`src/rtl/cc_branch_unit.sv`:
```
// cc_branch_unit: multi-context NZP condition-code register and branch resolver.
// Classifies ALU results into per-context one-hot NZP state, resolves branches
// against a selected context (optionally bypassing a same-cycle write), drives
// the PC-select control and keeps a saturating count of taken branches.
//
// Ports:
//   clka          in   1       clock, rising edge
//   reset_in      in   1       asynchronous active-low reset
//   alu_result_in in   DATA_W  ALU result to classify
//   we_reg_in     in   1       CC write enable
//   wr_ctx_in     in   CTX_W   context written / cleared
//   ctx_clr_in    in   1       return wr_ctx_in context to IDLE (wins over write)
//   br_in         in   1       branch present
//   br_ctx_in     in   CTX_W   context tested by the branch
//   n/z/p_dec_in  in   1       decoded branch condition bits
//   rd_ctx_in     in   CTX_W   context shown on state_out
//   pc_ctl_0_out  out  1       1 = take branch
//   state_out     out  3       {N,Z,P} of rd_ctx_in (stored state)
//   taken_cnt_out out  CNT_W   saturating taken-branch count
module cc_branch_unit #(
    parameter int unsigned DATA_W  = 16,
    parameter int unsigned NUM_CTX = 4,
    parameter int unsigned CTX_W   = 2,
    parameter int unsigned BYPASS  = 1,
    parameter int unsigned REG_OUT = 0,
    parameter int unsigned CNT_W   = 16
) (
    input  logic              clka,
    input  logic              reset_in,
    input  logic [DATA_W-1:0] alu_result_in,
    input  logic              we_reg_in,
    input  logic [CTX_W-1:0]  wr_ctx_in,
    input  logic              ctx_clr_in,
    input  logic              br_in,
    input  logic [CTX_W-1:0]  br_ctx_in,
    input  logic              n_dec_in,
    input  logic              z_dec_in,
    input  logic              p_dec_in,
    input  logic [CTX_W-1:0]  rd_ctx_in,
    output logic              pc_ctl_0_out,
    output logic [2:0]        state_out,
    output logic [CNT_W-1:0]  taken_cnt_out
);

    typedef enum logic [2:0] {
        ST_IDLE = 3'b000,
        ST_N    = 3'b100,
        ST_Z    = 3'b010,
        ST_P    = 3'b001
    } cc_state_t;

    cc_state_t        r_cc     [NUM_CTX];
    cc_state_t        w_cc_nxt [NUM_CTX];
    cc_state_t        w_class;
    cc_state_t        w_br_cc;
    cc_state_t        w_rd_cc;
    logic             w_wr_valid;
    logic             w_take;
    logic             r_pc;
    logic [CNT_W-1:0] r_cnt;

    // Classification of the incoming ALU result
    always_comb begin
        w_class = ST_P;
        if (alu_result_in[DATA_W-1])
            w_class = ST_N;
        else if (alu_result_in == '0)
            w_class = ST_Z;
    end

    assign w_wr_valid = (32'(wr_ctx_in) < NUM_CTX);

    // Next-state for every context: clear beats write, otherwise hold
    always_comb begin
        for (int unsigned i = 0; i < NUM_CTX; i++) begin
            w_cc_nxt[i] = r_cc[i];
            if (CTX_W'(i) == wr_ctx_in) begin
                if (ctx_clr_in)
                    w_cc_nxt[i] = ST_IDLE;
                else if (we_reg_in)
                    w_cc_nxt[i] = w_class;
            end
        end
    end

    // Context state registers
    always_ff @(posedge clka or negedge reset_in) begin
        if (!reset_in) begin
            for (int unsigned i = 0; i < NUM_CTX; i++)
                r_cc[i] <= ST_IDLE;
        end else begin
            for (int unsigned i = 0; i < NUM_CTX; i++)
                r_cc[i] <= w_cc_nxt[i];
        end
    end

    // Branch-side lookup; out-of-range index reads as IDLE, optional write bypass
    always_comb begin
        w_br_cc = ST_IDLE;
        for (int unsigned i = 0; i < NUM_CTX; i++) begin
            if (CTX_W'(i) == br_ctx_in)
                w_br_cc = r_cc[i];
        end
        if ((BYPASS != 0) && w_wr_valid && (wr_ctx_in == br_ctx_in)) begin
            if (ctx_clr_in)
                w_br_cc = ST_IDLE;
            else if (we_reg_in)
                w_br_cc = w_class;
        end
    end

    // Read-side lookup, stored state only
    always_comb begin
        w_rd_cc = ST_IDLE;
        for (int unsigned i = 0; i < NUM_CTX; i++) begin
            if (CTX_W'(i) == rd_ctx_in)
                w_rd_cc = r_cc[i];
        end
    end

    assign w_take    = br_in & (|({n_dec_in, z_dec_in, p_dec_in} & w_br_cc));
    assign state_out = w_rd_cc;

    // Registered take and saturating taken counter
    always_ff @(posedge clka or negedge reset_in) begin
        if (!reset_in) begin
            r_pc  <= 1'b0;
            r_cnt <= '0;
        end else begin
            r_pc <= w_take;
            if (w_take && (r_cnt != {CNT_W{1'b1}}))
                r_cnt <= r_cnt + CNT_W'(1);
        end
    end

    assign pc_ctl_0_out  = (REG_OUT != 0) ? r_pc : w_take;
    assign taken_cnt_out = r_cnt;

endmodule
```
`config.mk`:
```
export PLATFORM = sky130hd
export DESIGN_NAME = cc_branch_unit
export DESIGN_NICKNAME = d
export VERILOG_FILES = /design/src/rtl/cc_branch_unit.sv
export SDC_FILE = /design/constraint.sdc
export NUM_CORES = 1
export LEC_CHECK = 0
export ABC_AREA = 0
export CAP_MARGIN = 30
export CORE_MARGIN = 5
export CORE_UTILIZATION = 32
export DETAILED_ROUTE_END_ITERATION = 16
export DONT_BUFFER_PORTS = 1
export SKIP_LAST_GASP = 1
export SLEW_MARGIN = 20
export SYNTH_ARGS = -nofsm -noshare
export SYNTH_HDL_FRONTEND = slang
export SYNTH_SLANG_ARGS = --single-unit
```
`constraint.sdc`:
```
create_clock -name clka -period 3.58 [get_ports clka]
set_input_delay 1.074 -clock clka [delete_from_list [all_inputs] [get_ports clka]]
set_output_delay 1.074 -clock clka [all_outputs]
set_load 0.1 [all_outputs]
```
# ---- Word-level counts from Yosys, hierarchy flattened
# Cells that the tools add are included.
dict set report word_totals {
  regBits 28
  word_cells 45
}
dict set report classes {
  n_addsub 1
  eq_ne 11
  muxes 15
  bitwise_logic 2
  reduce_logical 11
}
# cell n
set ops {}
lappend ops {{2-to-1 mux 3 bit} 14}
lappend ops {{adder 16 x 1 -> 16 bit (second input constant)} 1}
lappend ops {{logical NOT 16 bit} 1}
lappend ops {{!= test 16 bit (second input constant)} 1}
lappend ops {{== test 2 bit (first input constant)} 6}
lappend ops {{AND reduction 2 bit} 4}
lappend ops {{== test 1 x 2 -> 1 bit (first input constant)} 3}
lappend ops {{logical NOT 2 bit} 3}
lappend ops {{AND 3 bit} 1}
lappend ops {{OR reduction 3 bit} 1}
lappend ops {{== test 2 bit} 1}
lappend ops {{2-to-1 mux 2 bit} 1}
lappend ops {{nonzero test 2 bit} 1}
lappend ops {{AND 1 bit} 1}
lappend ops {{logical AND 1 bit} 1}

# ---- Logic depth before layout (Yosys ltp)
# Gate-level depths: netlist (run 1).
dict set report logic_depth {
  ltp_word 12
  depth_mapped 8
  ltp_nobuf 6
}

# ---- Least setup slack after synthesis (run 1)
# OpenSTA, ideal clock, no wires.
dict set report synth_path {
  kind {input to output}
  startpoint {input port alu_result_in[3]}
  endpoint {output port pc_ctl_0_out}
  t_arrival_ns 2.307
  required_ns 2.506
  path_slack_ns 0.199
  path_stages 5
  n_path_buf 1
  cell_sequence {nor4_1 > and4_1 > a31oi_1 > o221ai_2 > buf_6}
}
dict set report synth_between {
  elab_chain_cells 9
}
# element line_no
set synth_rtl {}
lappend synth_rtl {{start, declared} 30} ;# input logic [DATA_W-1:0] alu_result_in,
lappend synth_rtl {{logical NOT 16 bit} 67} ;# else if (alu_result_in == '0)
lappend synth_rtl {{2-to-1 mux 2 bit} 67}
lappend synth_rtl {{2-to-1 mux 3 bit} 65} ;# if (alu_result_in[DATA_W-1])
lappend synth_rtl {{2-to-1 mux 3 bit} 107} ;# else if (we_reg_in)
lappend synth_rtl {{2-to-1 mux 3 bit} 105} ;# if (ctx_clr_in)
lappend synth_rtl {{2-to-1 mux 3 bit} 104} ;# if ((BYPASS != 0) && w_wr_valid && (wr_ctx_in == br_ctx_in)) begin
lappend synth_rtl {{AND 3 bit} 121} ;# assign w_take = br_in & (|({n_dec_in, z_dec_in, p_dec_in} & w_br_cc));
lappend synth_rtl {{OR reduction 3 bit} 121}
lappend synth_rtl {{AND 1 bit} 121}
lappend synth_rtl {{end, declared} 40} ;# output logic pc_ctl_0_out,
# No other way between the ends.

# ---- Worst setup path after layout (run 1)
# Ends and elaborated chain as after synthesis.

==> impl_summary.txt, run 1 <==
----------------------------------------------------
[Drt]
  Routed wire per std cell ... 16.2 microns
  First-iteration detailed-routing DRC count ... 89
  Detailed Route WL ... 3950 microns
  Vias per Instance ... about 5.4
  Remaining number of nets flagged by the antenna check after routing ... 0
  TritonRoute pass-1 iters ... 4
  DRC violations left ... 0
  Overall via count from detail_route ... 1318

[Final layout]
  Area Overhead vs Synth ... 15.3%
  Number of fill cells ... 547
  Share of final-layout standard cells stronger than drive strength 1 ... 0.144
  Total area of multi-input combinational cells ... between 900 and 1000 sq um
  Seq. cell area ... roughly 700 sq um
  Antenna diode count ... 0
  Nets ... 206
  Final standard cell area without fillers ... roughly 1900 sq um

[Timing]
  Fin crit share ... 0.960
  Min setup slack post-route ... 145 ps
  Unrepaired setup endpoints after global routing ... no
  Total of endpoints with negative setup slack in the final report ... 0
  Slew of the pin with the lowest slew margin ... around 970 ps
  Minimum clock period ... 3440 ps
  Number of pins with negative max-slew slack in the final report ... 0
  Highest attainable clock frequency ... 291 MHz
  Skew final ... 3.54 ps
  Hold Vio Cnt, Final ... 0
  Tightest slew margin relative to the limit ... 0.355
  Setup TNS Final ... 0 ps

[Logic synthesis]
  Ranking of synthesized cells by area ... sky130_fd_sc_hd__dfrtp_1 42%, sky130_fd_sc_hd__xnor2_1 7.4%, sky130_fd_sc_hd__mux4_1 4.8%
  Sequential area share after synthesis ... 0.424
  Number of storage elements in the synthesis netlist ... 28
  Area of the mapped netlist ... ~1700 sq um
  Dominant register cell in the synthesized netlist ... sky130_fd_sc_hd__dfrtp_1
  Top-area cell type share of the netlist area ... 0.424
  Cell taking the most area after synthesis ... sky130_fd_sc_hd__dfrtp_1
  Mapped Nets ... approximately 190
  Avg Cell Area, Syn ... 10.1 sq um
  Number of instances in the synthesized netlist ... 163
  Count of different cell masters after synthesis ... 34
  Number of flops mapped to enable cells by yosys ... 0
  Most frequent cells after synthesis ... 28 x sky130_fd_sc_hd__dfrtp_1, 15 x sky130_fd_sc_hd__nand2_1, 15 x sky130_fd_sc_hd__o21ai_0
  Number of warnings printed during yosys synthesis ... 0
  Post-synthesis async set-or-reset flop share ... 1.00
  Most frequently used cell type in the post-synthesis netlist ... sky130_fd_sc_hd__dfrtp_1

[Critical path]
  Largest fanout of any net on the critical path ... 4
  CP startpoint kind ... primary input
  Critical Path End Type ... primary output
  Worst flop-to-flop path endpoint ... taken_cnt_out[1]$_DFFE_PN0P_
  Setup slack of the most critical reg-to-reg path ... 1140 ps
  Data required time at the worst endpoint ... 2510 ps
  Slowest cell on the critical path ... sky130_fd_sc_hd__nor4_1
  Worst path arrival time ... 2360 ps
  Cell breakdown of the critical path ... nor4_1 > a41oi_1 > a31oi_1 > o221ai_4 > buf_12
  Critical register-to-register path startpoint ... taken_cnt_out[0]$_DFFE_PN0P_
  Logic depth of the worst register-to-register path ... 7
  CP endpoint ... pc_ctl_0_out
  Maximum cell stage delay along the critical path ... roughly 340 ps
  CP Class ... primary input to primary output
  Critical path launch point ... alu_result_in[3]

[Die]
  Die Footprint ... 6700 sq um
  Vertical die dimension ... 81.8 microns
  Core ar. ... roughly 5100 sq um
  Effective utilization at floorplan ... 0.325
  Boundary pin count ... 50
  Horizontal die dimension ... roughly 82 microns
  Number of core rows ... 26

[Clock network]
  CTS tree ... done
  Number of buffers inserted to repair setup after CTS ... 0
  Cell at the root of the clock tree ... sky130_fd_sc_hd__clkbuf_8
  CTS H-Tree Depth ... 1
  CTS buffer count ... 3
  Number of gates resized after cts ... 0
  Clock latency of the later-clocked register in the worst-skew pair ... 280 ps
  Post-CTS Hold Buffers ... 0
  Clock Path Buffers ... 2
  Clock-pin slew reported for the worst setup and hold paths after clock tree synthesis ... around 100 ps
  Clock sink total ... 28

[Pwr]
  Worst IR Drop VDD ... between 0.00015 and 0.0002 V
  Power density cells ... 584 nW/um^2
  Combinational group share of total power ... 0.417
  Static Leak ... 0.798 nW
  Register share of total power ... 0.354
  Internal portion of total power ... roughly 0.63 mW
  Psw ... 0.481 mW
  Part of the total power dissipated in the clock network ... 0.230
  Switching Fraction ... 0.432

[Global route]
  Maximum number of pins on one net before global-route repair ... 29
  Initial antenna violation count ... 0
  Number of global-route vias before repair ... ~1300
  Wire length of the first global-routing pass ... 6320 microns
  Global-route total usage across every layer ... 0.121
  Global route overflow ... 0

[Placement]
  Worst Setup Slack post-DPL ... 112 ps
  RePlAce Congestion ... between 0.8 and 0.9
  Post-placement cell area ... around 1800 sq um
  Detailed Place HPWL ... 2960 microns
  PortBufs ... 0

[Worst hold path]
  Class of the tightest hold or removal check ... primary input to async pin

[Job]
  Number of max-cap violations ... 0

[Outcome]
  Run status ... complete, no violations

----------------------------------------------------
-- kinds of logic (layout without fill, tap and decap cells) --
group,Yosys count,count (layout),share of synthesized area
adders and majority gates,1,1,0.00757
and+or+nand+nor,66,66,0.219
xor gates and xnor gates,16,16,0.0849
DFF,28,28,0.424
AOI/OAI and AO/OA,35,35,0.135
buffers and inverters,9,20,0.0258
muxes,8,8,0.104
-- final cells by class --
cell class	instances	share of cell area
clock buffers	3	0.0217
clock inverters	1	0.0158
inverters	2	0.00394
multi-input cells	126	0.483
flip-flops and latches	28	0.368
well taps	70	0.0460
repair buffers	14	0.0618
-- state kept, by name, summed over array words and instances (netlist names) --
signal	count
taken_cnt_out	16
r_cc	12
-- cell usage in the layout, fill, tap and decap left out, types with 7 or more instances in the layout --
master / synthesis / routed
sky130_fd_sc_hd__xnor2_1: 14 / 14
sky130_fd_sc_hd__o21ai_0: 15 / 15
sky130_fd_sc_hd__nand4_1: 8 / 8
sky130_fd_sc_hd__buf_4: 0 / 13
sky130_fd_sc_hd__and3_1: 10 / 10
sky130_fd_sc_hd__nand2_1: 15 / 15
sky130_fd_sc_hd__a21oi_1: 7 / 7
sky130_fd_sc_hd__dfrtp_1: 28 / 28
sky130_fd_sc_hd__nand3_1: 7 / 7
sky130_fd_sc_hd__nor2_1: 7 / 7
-- through the flow --
| step | instances | util | power, mW | hold WS [ps] |
|---|---|---|---|---|
| 2_1_floorplan | 163 | - | 0.781 | 480 |
| 3_3_place_gp | 240 | 0.361 | 0.861 | 509 |
| 3_5_place_dp | 240 | 0.361 | 0.866 | 515 |
| 4_1_cts | 244 | 0.375 | 1.12 | 465 |
| 5_1_grt | 244 | 0.375 | 1.16 | 455 |
| 6_report | 244 | 0.375 | 1.11 | 476 |
-- power by group through the flow --
stage	clock network [mW]	logic (mW)	registers (mW)
after global placement	0	0.462	0.399
final	0.255	0.464	0.394
after detailed placement	0	0.466	0.400
after global routing	0.274	0.486	0.400
after floorplan	0	0.187	0.594
after CTS	0.262	0.468	0.393
-- metal layers --
metal,GRT usage,up-vias,wire length [microns]
met5,0,-,0
met1,0.167,637,1750
met2,0.187,44,1900
met4,0.0465,0,32
met3,0.0208,4,264
li1,-,633,-
-- worst min path at each step --
| stage | to | cells past startpoint | slack [ps] |
|---|---|---|---|
| after floorplan | r_cc[5]$_DFFE_PN0P_ | 2 | 480 |
| after global routing | taken_cnt_out[0]$_DFFE_PN0P_ | 0 | 450 |
| final | taken_cnt_out[4]$_DFFE_PN0P_ | 0 | 480 |
| after CTS | taken_cnt_out[4]$_DFFE_PN0P_ | 0 | 470 |
| after detailed placement | taken_cnt_out[9]$_DFFE_PN0P_ | 1 | 510 |
| after global placement | taken_cnt_out[9]$_DFFE_PN0P_ | 1 | 510 |
-- critical path, delay by kind of cell --
family | cells | cell delay (ps)
compound gates | 3 | 750
simple gates | 1 | 340
buf+inv | 1 | 190
No activity file was read; power rests on OpenSTA's default activity.
==> run 2: changes to the inputs <==
--- a/config.mk
+++ b/config.mk
@@ -11,8 +11,8 @@
 export CORE_UTILIZATION = 32
 export DETAILED_ROUTE_END_ITERATION = 16
 export DONT_BUFFER_PORTS = 1
+export MAX_ROUTING_LAYER = met4
 export SKIP_LAST_GASP = 1
-export SLEW_MARGIN = 20
 export SYNTH_ARGS = -nofsm -noshare
 export SYNTH_HDL_FRONTEND = slang
 export SYNTH_SLANG_ARGS = --single-unit
==> constraint.sdc (replaced) <==
create_clock -name clka -period 4.4 [get_ports clka]
set_input_delay 1.32 -clock clka [delete_from_list [all_inputs] [get_ports clka]]
set_output_delay 1.32 -clock clka [all_outputs]
set_load 0.1 [all_outputs]
==> run 2 against run 1 <==
Compared with the run above: clock power down 19%; cell area decreased by 1.8%; die area did not move; register-to-register slack gained 400 ps; critical endpoint unchanged; largest power group is now sequential cells.
==> impl_summary.txt, run 2 (synthesis results as in run 1) <==
----------------------------------------------------
[Worst hold path]
  Endpoint with the worst hold slack ... r_cc[6]$_DFFE_PN0P_
  Worst Min Path Start ... r_cc[6]$_DFFE_PN0P_
  Hold-critical path depth ... 2
  Class of the tightest hold or removal check ... register to register

[Critical path]
  Cell breakdown of the critical path ... nor4_1 > a41oi_1 > a31oi_1 > o221ai_4 > buf_4
  Data required time at the worst endpoint ... 3080 ps
  CP startpoint kind ... primary input
  Worst flop-to-flop path endpoint ... taken_cnt_out[1]$_DFFE_PN0P_
  Worst path arrival time ... around 2700 ps
  Largest fanout of any net on the critical path ... 4
  CP Class ... primary input to primary output
  Logic depth of the worst register-to-register path ... 6
  Setup slack of the most critical reg-to-reg path ... 1540 ps
  Slowest cell on the critical path ... sky130_fd_sc_hd__a31oi_1
  Maximum cell stage delay along the critical path ... 350 ps
  Dominant delay contributor by cell family on the critical path ... compound AO/OA/AOI/OAI gates
  Number of buffers and inverters on the critical path ... 1
  Critical register-to-register path startpoint ... taken_cnt_out[1]$_DFFE_PN0P_
  Critical Path End Type ... primary output

[Timing]
  Number of pins with negative max-slew slack in the final report ... 0
  Setup TNS Final ... 0 ps
  Fin crit share ... 0.907
  Min setup slack post-route ... 411 ps
  Skew final ... between 5 and 6 ps
  Tightest slew margin relative to the limit ... 0.331
  Minimum clock period ... between 3000 and 4000 ps
  Highest attainable clock frequency ... between 200 and 300 MHz
  Hold Vio Cnt, Final ... 0
  Slew of the pin with the lowest slew margin ... 1000 ps
  Total of endpoints with negative setup slack in the final report ... 0
  Unrepaired setup endpoints after global routing ... no

[Clock network]
  Post-CTS Hold Buffers ... 0
  Clock-pin slew reported for the worst setup and hold paths after clock tree synthesis ... 100 ps
  Number of gates resized after cts ... 0
  CTS tree ... done
  Cell at the root of the clock tree ... sky130_fd_sc_hd__clkbuf_8
  Clock Path Buffers ... 2
  Clock latency of the later-clocked register in the worst-skew pair ... 280 ps
  CTS H-Tree Depth ... 1
  Clock sink total ... 28
  CTS buffer count ... 3
  Number of buffers inserted to repair setup after CTS ... 0

[Drt]
  Remaining number of nets flagged by the antenna check after routing ... 0
  Vias per Instance ... 5.40
  Routed wire per std cell ... 16.7 microns
  DRC violations left ... 0
  First-iteration detailed-routing DRC count ... 110
  Detailed Route WL ... 4030 microns
  Overall via count from detail_route ... 1302
  TritonRoute pass-1 iters ... 4

[Final layout]
  Antenna diode count ... 0
  Share of final-layout standard cells stronger than drive strength 1 ... 0.129
  Nets ... 203
  Top library cells by usage in the layout, fill and taps aside ... 28 x sky130_fd_sc_hd__dfrtp_1, 15 x sky130_fd_sc_hd__nand2_1, 15 x sky130_fd_sc_hd__o21ai_0
  Number of fill cells ... approximately 530
  Number of flip-flops under the largest register name ... 16
  Area Overhead vs Synth ... 13.2%
  Most common cell after layout, fill and taps aside ... sky130_fd_sc_hd__dfrtp_1

[Placement]
  Worst Setup Slack post-DPL ... approximately 410 ps
  RePlAce Congestion ... 0.904
  PortBufs ... 0
  Detailed Place HPWL ... 2960 microns

[Pwr]
  Post-layout total power ... 0.892 mW
  Power density cells ... 477 nW/um^2
  Static Leak ... 0.779 nW
  Worst IR Drop VDD ... 0.000203 V

[Die]
  Core ar. ... 5070 sq um
  Number of core rows ... 26
  Boundary pin count ... 50
  Effective utilization at floorplan ... 0.325
  Vertical die dimension ... 81.8 microns
  Horizontal die dimension ... 81.8 microns
  Die Footprint ... 6700 sq um

[Global route]
  Initial antenna violation count ... 0
  Maximum number of pins on one net before global-route repair ... 29
  Wire length of the first global-routing pass ... 6490 microns
  Number of global-route vias before repair ... 1317
  Global route overflow ... 0
  Global-route total usage across every layer ... 0.126

[Outcome]
  Run status ... complete, no violations

[Job]
  Number of max-cap violations ... 0

----------------------------------------------------
-- run 2: cell types whose count changed in the layout (fill, tap and decap cells not counted) --
| cell | delta |
|---|---|
| sky130_fd_sc_hd__buf_12 | -1 |
| sky130_fd_sc_hd__buf_4 | -2 |
-- run 2: worst reg2reg max path, delay by kind of cell (launching register included) --
| family | cells | cell delay, ps |
|---|---|---|
| muxes | 1 | 310 |
| and+or+nand+nor | 4 | 1150 |
| adders and majority gates | 1 | 310 |
| DFF | 1 | 980 |
-- run 2: per-layer routing --
| layer | wire length, microns | GRT usage | vias to the layer above |
|---|---|---|---|
| li1 | - | - | 629 |
| met1 | 1790 | 0.172 | 640 |
| met2 | 1990 | 0.193 | 31 |
| met3 | 223 | 0.0197 | 2 |
| met4 | 23 | 0.0399 | 0 |
| met5 | 0 | - | - |
-- run 2: stage by stage --
stage	utilization	instances	hold slack (ps)	cell area (sq um)
final	0.368	241	545	1870
after global routing	0.368	241	599	1870
after CTS	0.368	241	545	1870
after detailed placement	0.354	237	521	1800
after global placement	0.354	237	510	1800
after floorplan	-	163	480	1650
-- run 2: power by group --
group	total (mW)	switching [mW]	internal, mW
Combinational	0.327	0.239	0.0881
Clock	0.206	0.0842	0.122
Sequential	0.359	0.0650	0.294
Total	0.892	0.388	0.504
-- run 2: worst max-delay path by stage --
stage	end	cells past startpoint	slack, ps	from
final	pc_ctl_0_out	5	410	alu_result_in[3]
after detailed placement	pc_ctl_0_out	5	410	alu_result_in[3]
after CTS	pc_ctl_0_out	5	400	alu_result_in[3]
after global routing	pc_ctl_0_out	5	320	alu_result_in[3]
after global placement	pc_ctl_0_out	5	470	br_ctx_in[0]
after floorplan	pc_ctl_0_out	5	530	alu_result_in[3]
-- run 2: area by class of cell --
type / instances / area, sq um / area share
clock buffer: 3 / 41.3 / 0.0221
clock inverter: 1 / 30.0 / 0.0161
inverter: 2 / 7.51 / 0.00402
multi-input combinational: 126 / 920 / 0.492
sequential: 28 / 701 / 0.375
tap: 70 / 87.6 / 0.0469
timing repair buffer: 11 / 82.6 / 0.0442
==> run 3: changes to the inputs <==
==> constraint.sdc (replaced) <==
create_clock -name clka -period 3.2 [get_ports clka]
set_input_delay 0.96 -clock clka [delete_from_list [all_inputs] [get_ports clka]]
set_output_delay 0.96 -clock clka [all_outputs]
set_load 0.1 [all_outputs]
==> run 3 against run 2 <==
Compared with the run above: power rose by 40%; cell area up 5.3%; largest power group is now combinational logic; critical path type unchanged; sequential power rose by 24%; critical path depth stayed put; highest routed layer unchanged; global-route usage is 0.16 points higher; clock skew fell by 2.2 ps; wire length increased by 0.94%; utilization increased by 1.9 points.
==> impl_summary.txt, run 3 (synthesis results as in run 1) <==
----------------------------------------------------
[Outcome]
  Run status ... complete, no violations

[Critical path]
  CP startpoint kind ... primary input
  Worst path arrival time ... 2150 ps
  Cell breakdown of the critical path ... mux4_1 > o31a_1 > o211ai_2 > o221ai_4 > buf_12
  Critical path launch point ... br_ctx_in[0]
  Dominant delay contributor by cell family on the critical path ... multiplexers
  Number of buffers and inverters on the critical path ... 1
  Setup slack of the most critical reg-to-reg path ... roughly 850 ps
  Critical register-to-register path startpoint ... r_cc[7]$_DFFE_PN0P_
  Logic depth of the worst register-to-register path ... 8
  Critical Path End Type ... primary output
  Data required time at the worst endpoint ... 2240 ps
  Slowest cell on the critical path ... sky130_fd_sc_hd__mux4_1
  CP Class ... primary input to primary output
  Worst flop-to-flop path endpoint ... taken_cnt_out[1]$_DFFE_PN0P_
  Maximum cell stage delay along the critical path ... 540 ps
  Number of cells on the critical path ... 5
  Largest fanout of any net on the critical path ... 4

[Clock network]
  Cell at the root of the clock tree ... sky130_fd_sc_hd__clkbuf_8
  Clock-pin slew reported for the worst setup and hold paths after clock tree synthesis ... 100 ps
  CTS tree ... done
  CTS H-Tree Depth ... 1
  Clock latency of the later-clocked register in the worst-skew pair ... 270 ps
  CTS buffer count ... 3
  Clock sink total ... 28
  Clock Path Buffers ... 2

[Final layout]
  Most common cell after layout, fill and taps aside ... sky130_fd_sc_hd__dfrtp_1
  Share of final-layout standard cells stronger than drive strength 1 ... 0.189
  Top library cells by usage in the layout, fill and taps aside ... 28 x sky130_fd_sc_hd__dfrtp_1, 19 x sky130_fd_sc_hd__buf_4, 15 x sky130_fd_sc_hd__nand2_1, 15 x sky130_fd_sc_hd__o21ai_0, 14 x sky130_fd_sc_hd__xnor2_1
  Number of fill cells ... 530
  Total area of multi-input combinational cells ... 938 sq um
  Area Overhead vs Synth ... 19.2%
  Number of non-filler instances in the completed layout ... 250
  Nets ... 212
  Number of flip-flops under the largest register name ... 16
  Antenna diode count ... 0
  Seq. cell area ... ~700 sq um

[Pwr]
  Internal portion of total power ... 0.709 mW
  Worst IR Drop VDD ... 0.000220 V
  Static Leak ... between 0.8 and 0.9 nW
  Power density cells ... 633 nW/um^2
  Register share of total power ... 0.356
  Part of the total power dissipated in the clock network ... 0.226
  Psw ... 0.538 mW
  Post-layout total power ... ~1.2 mW
  Combinational group share of total power ... 0.418
  Switching Fraction ... 0.431

[Global route]
  Maximum number of pins on one net before global-route repair ... 29
  M2 GR Usage ... 0.208
  Wire length of the first global-routing pass ... between 6000 and 7000 microns
  Initial antenna violation count ... 0
  Busiest layer in global routing ... met2
  Fraction of met1 tracks used by global routing ... 0.162
  Global route overflow ... 0
  Number of global-route vias before repair ... 1298
  Met3 GRT Util ... 0.0230
  Global-route total usage across every layer ... 0.128

[Timing]
  Slew of the pin with the lowest slew margin ... 527 ps
  Skew final ... about 3.6 ps
  Unrepaired setup endpoints after global routing ... no
  Tightest slew margin relative to the limit ... 0.649
  Hold Vio Cnt, Final ... 0
  Total of endpoints with negative setup slack in the final report ... 0
  Final hold slack ... 365 ps
  Fin crit share ... 0.972
  Highest attainable clock frequency ... 321 MHz
  Number of pins with negative max-slew slack in the final report ... 0
  Minimum clock period ... 3110 ps
  Min setup slack post-route ... 88.3 ps
  Setup TNS Final ... 0 ps

[Job]
  Number of max-cap violations ... 0

[Drt]
  Remaining number of nets flagged by the antenna check after routing ... 0
  Overall via count from detail_route ... about 1300
  Routed wire per std cell ... 16.3 microns
  Detailed Route WL ... approximately 4100 microns
  First-iteration detailed-routing DRC count ... 77
  Vias per Instance ... between 5 and 6
  TritonRoute pass-1 iters ... 4
  DRC violations left ... 0

[Die]
  Number of core rows ... 26
  Vertical die dimension ... 81.8 microns
  Die Footprint ... approximately 6700 sq um
  Core ar. ... 5070 sq um
  Horizontal die dimension ... 81.8 microns
  Boundary pin count ... 50
  Effective utilization at floorplan ... 0.325

[Placement]
  Detailed Place HPWL ... 3040 microns
  Dpl cells ... approximately 250
  PortBufs ... 0
  RePlAce Congestion ... ~0.92
  Worst Setup Slack post-DPL ... 24.1 ps

[Worst hold path]
  Class of the tightest hold or removal check ... primary input to async pin

----------------------------------------------------
==> run 3: cell count changes in the layout (fill, tap and decap cells not counted), sizes merged <==
cell | previous run | this run
buf | 11 | 20
==> run 3: metrics by stage <==
step / cell area (sq um) / utilization
global placement: 1880 / 0.370
floorplan: 1650 / -
CTS: 1950 / 0.384
detailed placement: 1880 / 0.370
global route: 1970 / 0.388
finish: 1970 / 0.388
==> run 3: repair_timing <==
item	CTS	global route
setup buffers	0	0
hold buffers	0	0
endpoints found under the setup margin	0	1
gates resized for setup	0	3
==> run 3: worst max-delay path by stage <==
| stage | endpoint | slack (ps) |
|---|---|---|
| global route | pc_ctl_0_out | 0.2 |
| finish | pc_ctl_0_out | 90 |
| CTS | pc_ctl_0_out | 20 |
| global placement | pc_ctl_0_out | 30 |
| detailed placement | pc_ctl_0_out | 20 |
| floorplan | pc_ctl_0_out | 50 |
==> run 3: layout make-up <==
| class | instances | area share |
|---|---|---|
| clock inverter | 1 | 0.0153 |
| timing repair buffer | 20 | 0.0826 |
| sequential | 28 | 0.356 |
| inverter | 2 | 0.00381 |
| multi-input combinational | 126 | 0.477 |
| clock buffer | 3 | 0.0210 |
| tap | 70 | 0.0445 |
==> run 3: power groups by stage <==
stage	logic [mW]	clock network, mW	registers [mW]
CTS	0.523	0.290	0.443
global placement	0.517	0	0.447
detailed placement	0.522	0	0.450
global route	0.545	0.307	0.450
floorplan	0.209	0	0.664
finish	0.521	0.282	0.444
==> run 3: worst reg2reg max path: cells and delay by family, from the launching register on <==
family | cells | cell delay [ps]
flip-flops | 1 | 430
AND/OR/NAND/NOR | 1 | 130
buffers and inverters | 2 | 380
multiplexers | 2 | 850
AO/OA/AOI/OAI | 3 | 470
==> run 3: per-layer routing <==
layer	up-vias	share of wire
li1	646	-
met1	650	0.42
met2	37	0.51
met3	2	0.052
met4	0	0.0089
met5	-	0
